$ cat src/rtl/stream_pattern_pkg.sv
// stream_pattern_pkg: shared types and constants for the stream pattern generator.
//   pattern_e  : pattern mode encoding (matches the 3-bit pattern port)
//   state_e    : generator FSM states
//   lfsr_taps  : Fibonacci LFSR tap masks for 32/64/128-bit data
//                (present only when PATTERN_LFSR_EN is defined)
//   lane_seed  : first beat of lane-counter mode (lane i holds i)
//   pattern_legal : which pattern codes start a burst in this build
// Build option: PATTERN_LFSR_EN enables mode 3 (LFSR).
package stream_pattern_pkg;

  typedef enum logic [2:0] {
    PAT_LANE  = 3'd0,
    PAT_COUNT = 3'd1,
    PAT_WALK1 = 3'd2,
    PAT_LFSR  = 3'd3
  } pattern_e;

  typedef enum logic [1:0] {
    ST_IDLE = 2'd0,
    ST_RUN  = 2'd1,
    ST_DONE = 2'd2
  } state_e;

  // Widest DATA_W the constant helpers below can describe.
  localparam int MAX_W = 256;

`ifdef PATTERN_LFSR_EN
  // Tap masks: bit (t-1) set for tap position t.
  localparam logic [31:0]  LFSR_TAPS_32  = 32'h8020_0003;                             // 32,22,2,1
  localparam logic [63:0]  LFSR_TAPS_64  = 64'hD800_0000_0000_0000;                   // 64,63,61,60
  localparam logic [127:0] LFSR_TAPS_128 = 128'hA000_0014_0000_0000_0000_0000_0000_0000; // 128,126,101,99

  function automatic logic [MAX_W-1:0] lfsr_taps(input int width);
    logic [MAX_W-1:0] t;
    t = '0;
    case (width)
      32:      t = MAX_W'(LFSR_TAPS_32);
      64:      t = MAX_W'(LFSR_TAPS_64);
      128:     t = MAX_W'(LFSR_TAPS_128);
      default: t = '0;
    endcase
    return t;
  endfunction
`endif

  // Lane i = i (modulo the lane width), for data_w/lane_w lanes.
  function automatic logic [MAX_W-1:0] lane_seed(input int data_w, input int lane_w);
    logic [MAX_W-1:0] s;
    logic [MAX_W-1:0] m;
    s = '0;
    m = (MAX_W'(1) << lane_w) - MAX_W'(1);
    for (int i = 0; i < MAX_W; i++)
      if (i < data_w / lane_w) s = s | ((MAX_W'(i) & m) << (i * lane_w));
    return s;
  endfunction

  function automatic logic pattern_legal(input logic [2:0] p);
    logic ok;
    case (p)
      PAT_LANE, PAT_COUNT, PAT_WALK1: ok = 1'b1;
`ifdef PATTERN_LFSR_EN
      PAT_LFSR:                       ok = 1'b1;
`endif
      default:                        ok = 1'b0;
    endcase
    return ok;
  endfunction

endpackage

$ cat src/rtl/stream_pattern_generator_pattern_next_value.sv
// pattern_next_value: combinational seed and successor for one beat.
//   mode : pattern mode (3 bits)
//   cur  : current beat value
//   seed : first beat for this mode
//   next : beat following cur for this mode
// Build option: PATTERN_LFSR_EN adds the mode-3 Fibonacci LFSR.
module pattern_next_value
  import stream_pattern_pkg::*;
#(
  parameter int DATA_W = 64,
  parameter int LANE_W = 8
) (
  input  logic [2:0]        mode,
  input  logic [DATA_W-1:0] cur,
  output logic [DATA_W-1:0] seed,
  output logic [DATA_W-1:0] next
);

  localparam int NUM_LANES = DATA_W / LANE_W;
  localparam logic [MAX_W-1:0] SEED_FULL = lane_seed(DATA_W, LANE_W);

  logic [DATA_W-1:0] lane_next;
  logic [DATA_W-1:0] lane_seed_v;

  assign lane_seed_v = SEED_FULL[DATA_W-1:0];

  // Each lane steps by the lane count; carries stay inside the lane.
  for (genvar g = 0; g < NUM_LANES; g++) begin : g_lane
    assign lane_next[g*LANE_W +: LANE_W] = cur[g*LANE_W +: LANE_W] + LANE_W'(NUM_LANES);
  end

`ifdef PATTERN_LFSR_EN
  localparam logic [MAX_W-1:0] TAPS_FULL = lfsr_taps(DATA_W);
  localparam logic [DATA_W-1:0] TAPS = TAPS_FULL[DATA_W-1:0];
  logic [DATA_W-1:0] lfsr_next;
  // Shift toward the MSB, feedback XOR of the tapped bits into bit 0.
  // All-ones seed keeps the register out of the stuck all-zeros state.
  assign lfsr_next = {cur[DATA_W-2:0], ^(cur & TAPS)};
`endif

  always_comb begin
    seed = '0;
    next = cur;
    case (pattern_e'(mode))
      PAT_LANE: begin
        seed = lane_seed_v;
        next = lane_next;
      end
      PAT_COUNT: begin
        seed = '0;
        next = cur + DATA_W'(1);
      end
      PAT_WALK1: begin
        seed = DATA_W'(1);
        next = {cur[DATA_W-2:0], cur[DATA_W-1]};
      end
`ifdef PATTERN_LFSR_EN
      PAT_LFSR: begin
        seed = '1;
        next = lfsr_next;
      end
`endif
      default: begin
        seed = '0;
        next = cur;
      end
    endcase
  end

endmodule

$ cat src/rtl/stream_pattern_generator.sv
// stream_pattern_generator: burst/continuous test-pattern source on a
// valid/ready stream.
//   clk, reset        : clock, synchronous active-high reset
//   pattern           : mode, sampled on start (0 lane, 1 count, 2 walk-1, 3 LFSR)
//   start             : begin a burst (IDLE only)
//   enable_gener      : low holds off new beats
//   burst_len         : beats per burst, sampled on start; 0 = continuous
//   abort             : end the burst after the pending handshake
//   dataout/_valid/_ready : output stream
//   busy              : high while running
//   done              : one-cycle pulse at burst end
//   beat_count        : beats accepted, held until the next start
// Build option: PATTERN_LFSR_EN enables mode 3; otherwise 3 is reserved.
module stream_pattern_generator
  import stream_pattern_pkg::*;
#(
  parameter int DATA_W = 64,
  parameter int LANE_W = 8,
  parameter int CNT_W  = 32
) (
  input  logic              clk,
  input  logic              reset,
  input  logic [2:0]        pattern,
  input  logic              start,
  input  logic              enable_gener,
  input  logic [CNT_W-1:0]  burst_len,
  input  logic              abort,
  output logic [DATA_W-1:0] dataout,
  output logic              dataout_valid,
  input  logic              dataout_ready,
  output logic              busy,
  output logic              done,
  output logic [CNT_W-1:0]  beat_count
);

  state_e            state;
  pattern_e          mode_q;
  logic [CNT_W-1:0]  len_q;
  logic              abort_pend;

  logic [2:0]        mode_sel;
  logic [DATA_W-1:0] seed;
  logic [DATA_W-1:0] next;
  logic              xfer;
  logic              last_beat;
  logic              stop_req;
  logic [CNT_W-1:0]  cnt_inc;

  // In IDLE the seed must follow the incoming pattern; afterwards the
  // latched mode drives the successor.
  assign mode_sel = (state == ST_IDLE) ? pattern : mode_q;

  pattern_next_value #(.DATA_W(DATA_W), .LANE_W(LANE_W)) u_next (
    .mode (mode_sel),
    .cur  (dataout),
    .seed (seed),
    .next (next)
  );

  assign xfer      = dataout_valid && dataout_ready;
  assign cnt_inc   = (beat_count == '1) ? beat_count : beat_count + CNT_W'(1);
  assign last_beat = (len_q != '0) && (beat_count + CNT_W'(1) == len_q);
  assign stop_req  = abort || abort_pend;

  always_ff @(posedge clk) begin
    if (reset) begin
      state         <= ST_IDLE;
      mode_q        <= PAT_LANE;
      len_q         <= '0;
      abort_pend    <= 1'b0;
      dataout       <= '0;
      dataout_valid <= 1'b0;
      busy          <= 1'b0;
      done          <= 1'b0;
      beat_count    <= '0;
    end else begin
      case (state)
        ST_IDLE: begin
          done <= 1'b0;
          if (start && pattern_legal(pattern)) begin
            state         <= ST_RUN;
            mode_q        <= pattern_e'(pattern);
            len_q         <= burst_len;
            abort_pend    <= 1'b0;
            dataout       <= seed;
            dataout_valid <= enable_gener;
            beat_count    <= '0;
            busy          <= 1'b1;
          end
        end

        ST_RUN: begin
          if (xfer) begin
            dataout    <= next;
            beat_count <= cnt_inc;
            if (last_beat || stop_req) begin
              state         <= ST_DONE;
              dataout_valid <= 1'b0;
              busy          <= 1'b0;
              done          <= 1'b1;
              abort_pend    <= 1'b0;
            end else begin
              dataout_valid <= enable_gener;
            end
          end else if (dataout_valid) begin
            // Stalled: hold the beat; remember an abort until it drains.
            if (abort) abort_pend <= 1'b1;
          end else if (stop_req) begin
            state      <= ST_DONE;
            busy       <= 1'b0;
            done       <= 1'b1;
            abort_pend <= 1'b0;
          end else begin
            dataout_valid <= enable_gener;
          end
        end

        ST_DONE: begin
          done  <= 1'b0;
          state <= ST_IDLE;
        end

        default: state <= ST_IDLE;
      endcase
    end
  end

endmodule

$ cat config.mk
export PLATFORM = sky130hd
export DESIGN_NAME = stream_pattern_generator
export DESIGN_NICKNAME = d
export VERILOG_FILES = /design/src/rtl/stream_pattern_pkg.sv /design/src/rtl/stream_pattern_generator_pattern_next_value.sv /design/src/rtl/stream_pattern_generator.sv
export SDC_FILE = /design/constraint.sdc
export NUM_CORES = 1
export LEC_CHECK = 0
export ABC_AREA = 1
export ABC_CLOCK_PERIOD_IN_PS = 2500
export CORE_MARGIN = 2
export CORE_UTILIZATION = 55
export CTS_CLUSTER_SIZE = 40
export DETAILED_ROUTE_END_ITERATION = 6
export GPL_TIMING_DRIVEN = 0
export PLACE_DENSITY = 0.89
export REMOVE_ABC_BUFFERS = 1
export SYNTH_ARGS = -nofsm -noshare
export SYNTH_HDL_FRONTEND = slang
export SYNTH_HIERARCHICAL = 1
export SYNTH_SLANG_ARGS = --single-unit
export TNS_END_PERCENT = 20
$ cat constraint.sdc
create_clock -name clk -period 2.5 [get_ports clk]
set_input_delay 0.375 -clock clk [delete_from_list [all_inputs] [get_ports clk]]
set_output_delay 0.375 -clock clk [all_outputs]
set_load 0.005 [all_outputs]
==> impl_metrics.json <==
{
  "hold_viol": 0,
  "yosysTopAreaCell": "dfxtp_1",
  "path_class": "register to register",
  "synth_top_family_by_area": "simple AND/OR/NAND/NOR gates",
  "required_ps": 2860,
  "powerDensity_mw_per_mm2": 497,
  "start_util_pct": 56.5,
  "setup_ws_ps": -87.1,
  "max_stage_delay_ps": 390,
  "dieHeight_um": 149,
  "synth_mux_area_share_pct": 0,
  "synth_fa_ha_area_share_pct": 1.08,
  "wire_per_inst_um": 19.7,
  "finalNetCount": 2174,
  "worst_hold_slack_ps": 462,
  "dieArea_sq_mm": 0.0222,
  "fin_crit_ps": 2590,
  "avgSynthCellArea_sq_um": 5.79,
  "drive_above_1_share_pct": 10.8,
  "ys_seq_area_share_pct": 23.8,
  "fin_util_pct": 70.1,
  "grt_pass1_vias": 13200,
  "drv_slew": 0,
  "antenna_found_initial": 0,
  "final-setup-viol-count": 9,
  "synth-simple-area-share_pct": 43.3,
  "clockBufferDepth": 2,
  "vias": 14600,
  "ff2ff_setup_slack_ps": -90,
  "cp_common_cell": "nor2_4",
  "final.fill_count": 1790,
  "vdd_ir_drop_max_mv": 0.462,
  "tritoncts": "yes",
  "status": "complete, but fails checks",
  "ant_nets": 0,
  "worst-path-buf-inv": 4,
  "synth_warnings": 6,
  "diodes": 0,
  "die_w_um": 149,
  "synth_area_leaders": "dfxtp_1 (24%), nand2_1 (20%), nand3_1 (7.8%)",
  "dp_hpwl_mm": 30.4,
  "place_congestion": 0.948,
  "ys_ff_latch": 137,
  "synth_cells": 1993,
  "rsz0062_at_grt": "yes",
  "drtPass1Iterations": 7,
  "crit_arrival_ps": 2950,
  "post_drt_via_cell_ratio": 6.06,
  "critical_path.max_fanout": 11,
  "max_cap_viol_count": 0,
  "clock_skew_ps": 10.1,
  "drt-initial-drc-count": 1768,
  "synthesis.area_sq_mm": 0.0115,
  "final.setup.tns_ps": -361,
  "cts_num_sinks": 137,
  "worst_slew_pin_slew_ps": 947,
  "cts_hold_repair.buffers": 0,
  "h-tree-depth": 4,
  "path_clk_slew_ps": 70,
  "end_kind": "register",
  "synth_xor_area_share_pct": 1.93,
  "synthArstFlopShare_pct": 0,
  "ys.flop_type": "dfxtp_1",
  "post-route-period-util_pct": 103,
  "crit_path_top_delay_cell": "dfxtp_4",
  "hold_class": "register to register",
  "std_cell_rows": 52,
  "final_cell_area_sq_mm": 0.0143,
  "synthToLayoutAreaGrowth_pct": 24.1,
  "placed_cell_area_sq_mm": 0.0128,
  "routed_wl_mm": 47.5,
  "grt_remaining_overflow": 0,
  "cts_buffers": 17,
  "crit_family": "buffers and inverters",
  "grt_pass1_wl_mm": 70.0,
  "fmax_mhz": 387,
  "leakage_nw": 5.60,
  "core_area_sq_mm": 0.0204,
  "root_buffer": "clkbuf_16",
  "drc": 0,
  "num_io_pins": 140,
  "portBuffers": 139,
  "insertion_delay_ps": 440,
  "grt_max_degree": 104,
  "synth-edff-count": 0,
  "grtUsageTotal_pct": 40.5,
  "yosysTopAreaCellShare_pct": 23.8,
  "yosys.cell_types.count": 46,
  "violations": "setup timing",
  "start_kind": "register",
  "crit_chain": "nor2_4 -> buf_4 -> nand2_1 -> o21ai_4 -> nor2_4 -> buf_4 -> nor2_4 -> clkinvlp_4 -> o221ai_1 -> inv_1 -> a21oi_1 -> nand2_1 -> a31oi_1",
  "maxSlewHeadroom_pct": 36.9,
  "synth_compound_area_share_pct": 16.7
}
## per-layer routing
metal  global-route usage, %  part of all wire (%)
met2                    68.3                    45
met3                    7.09                    11
met5                       0                     0
met1                    47.6                    36
met4                    26.0                   8.1
## cell usage after synthesis, types with 10 or more instances
| master | instances |
|---|---|
| inv_1 | 174 |
| nor2_1 | 234 |
| a31oi_1 | 65 |
| nor2_4 | 12 |
| nand2_2 | 14 |
| clkbuf_1 | 58 |
| ha_1 | 10 |
| o221ai_1 | 15 |
| nor2_2 | 14 |
| nor3_1 | 13 |
| buf_2 | 16 |
| nand3_1 | 180 |
| o21ai_0 | 137 |
| a21oi_1 | 73 |
| buf_4 | 65 |
| nand2_1 | 630 |
| nand4_1 | 41 |
| dfxtp_1 | 137 |
## final cells by class
type	count	area (sq um)	share of cell area (%)
clock buffer	19	433	3.02
timing repair buffer	200	2050	14.3
clock inverter	13	110	0.769
tap	270	338	2.36
inverter	183	756	5.28
sequential	137	2790	19.5
timing repair inverter	2	13.8	0.0961
multi-input combinational	1582	7830	54.7
## power by group
group | switching (mW) | total, mW | leakage [nW] | internal [mW]
sequential | 0.284 | 2.61 | 1.13 | 2.33
clock | 1.16 | 2.46 | 0.250 | 1.29
combinational | 1.24 | 2.06 | 4.22 | 0.812
## cell families after synthesis
group / count (synthesis)
buf+inv: 331
flops: 137
compound gates: 335
simple gates: 1162
xor+xnor: 17
other cells: 1
fa+ha+maj: 10
## final timing paths
path             from           to  cells past startpoint
max          state[0]  dataout[62]                     13
max reg2reg  state[0]  dataout[62]                     13
min              done         done                      2
min reg2reg      done         done                      2
## registers in the layout, summed over array words and instances (netlist names)
signal and cells:
abort_pend 1, beat_count 32, busy 1, dataout 64, dataout_valid 1, done 1, len_q 32, mode_q 3
state 2
## through the flow
step | setup slack, ps | power, mW | cells
6_report | -87.1 | 7.12 | 2406
5_1_grt | -167 | 7.36 | 2406
4_1_cts | -96.5 | 6.86 | 2371
3_5_place_dp | -3100 | 4.24 | 2311
3_3_place_gp | -6780 | 4.17 | 2304
2_1_floorplan | -3400 | 3.48 | 1895
## cell usage in the layout (no fill, tap or decap), types with 6 or more instances in the layout
cell / n
nand3_1: 178
o21ai_1: 7
nor3_1: 11
xor2_1: 6
clkdlybuf4s50_1: 138
o21ai_0: 134
nand2_4: 6
clkinvlp_4: 9
nor2_2: 17
buf_4: 48
dfxtp_2: 16
o21bai_1: 6
o2111ai_1: 9
nand4_1: 41
clkbuf_16: 18
inv_1: 165
dfxtp_1: 114
o211ai_1: 9
a21oi_1: 73
ha_1: 9
nor2_4: 29
nand2_1: 625
a31oi_1: 65
o221ai_1: 14
buf_12: 6
nand2_2: 13
nor2_1: 217
inv_2: 8
inv_6: 7
conb_1: 51
or2_2: 7
dfxtp_4: 7
## worst min-delay path, cell delays in order, from the launching register on
cell     delay, ps
dfxtp_1        310
inv_1           50
a21oi_1         50
## what timing repair did
item / 4_1_cts / 5_1_grt
resized for setup: 54 / 61
endpoints found under the setup margin: 133 / 90
pin swaps: 10 / 19
cloned: 9 / 3
setup buffers: 19 / 32
No activity file was read; power rests on OpenSTA's default activity.
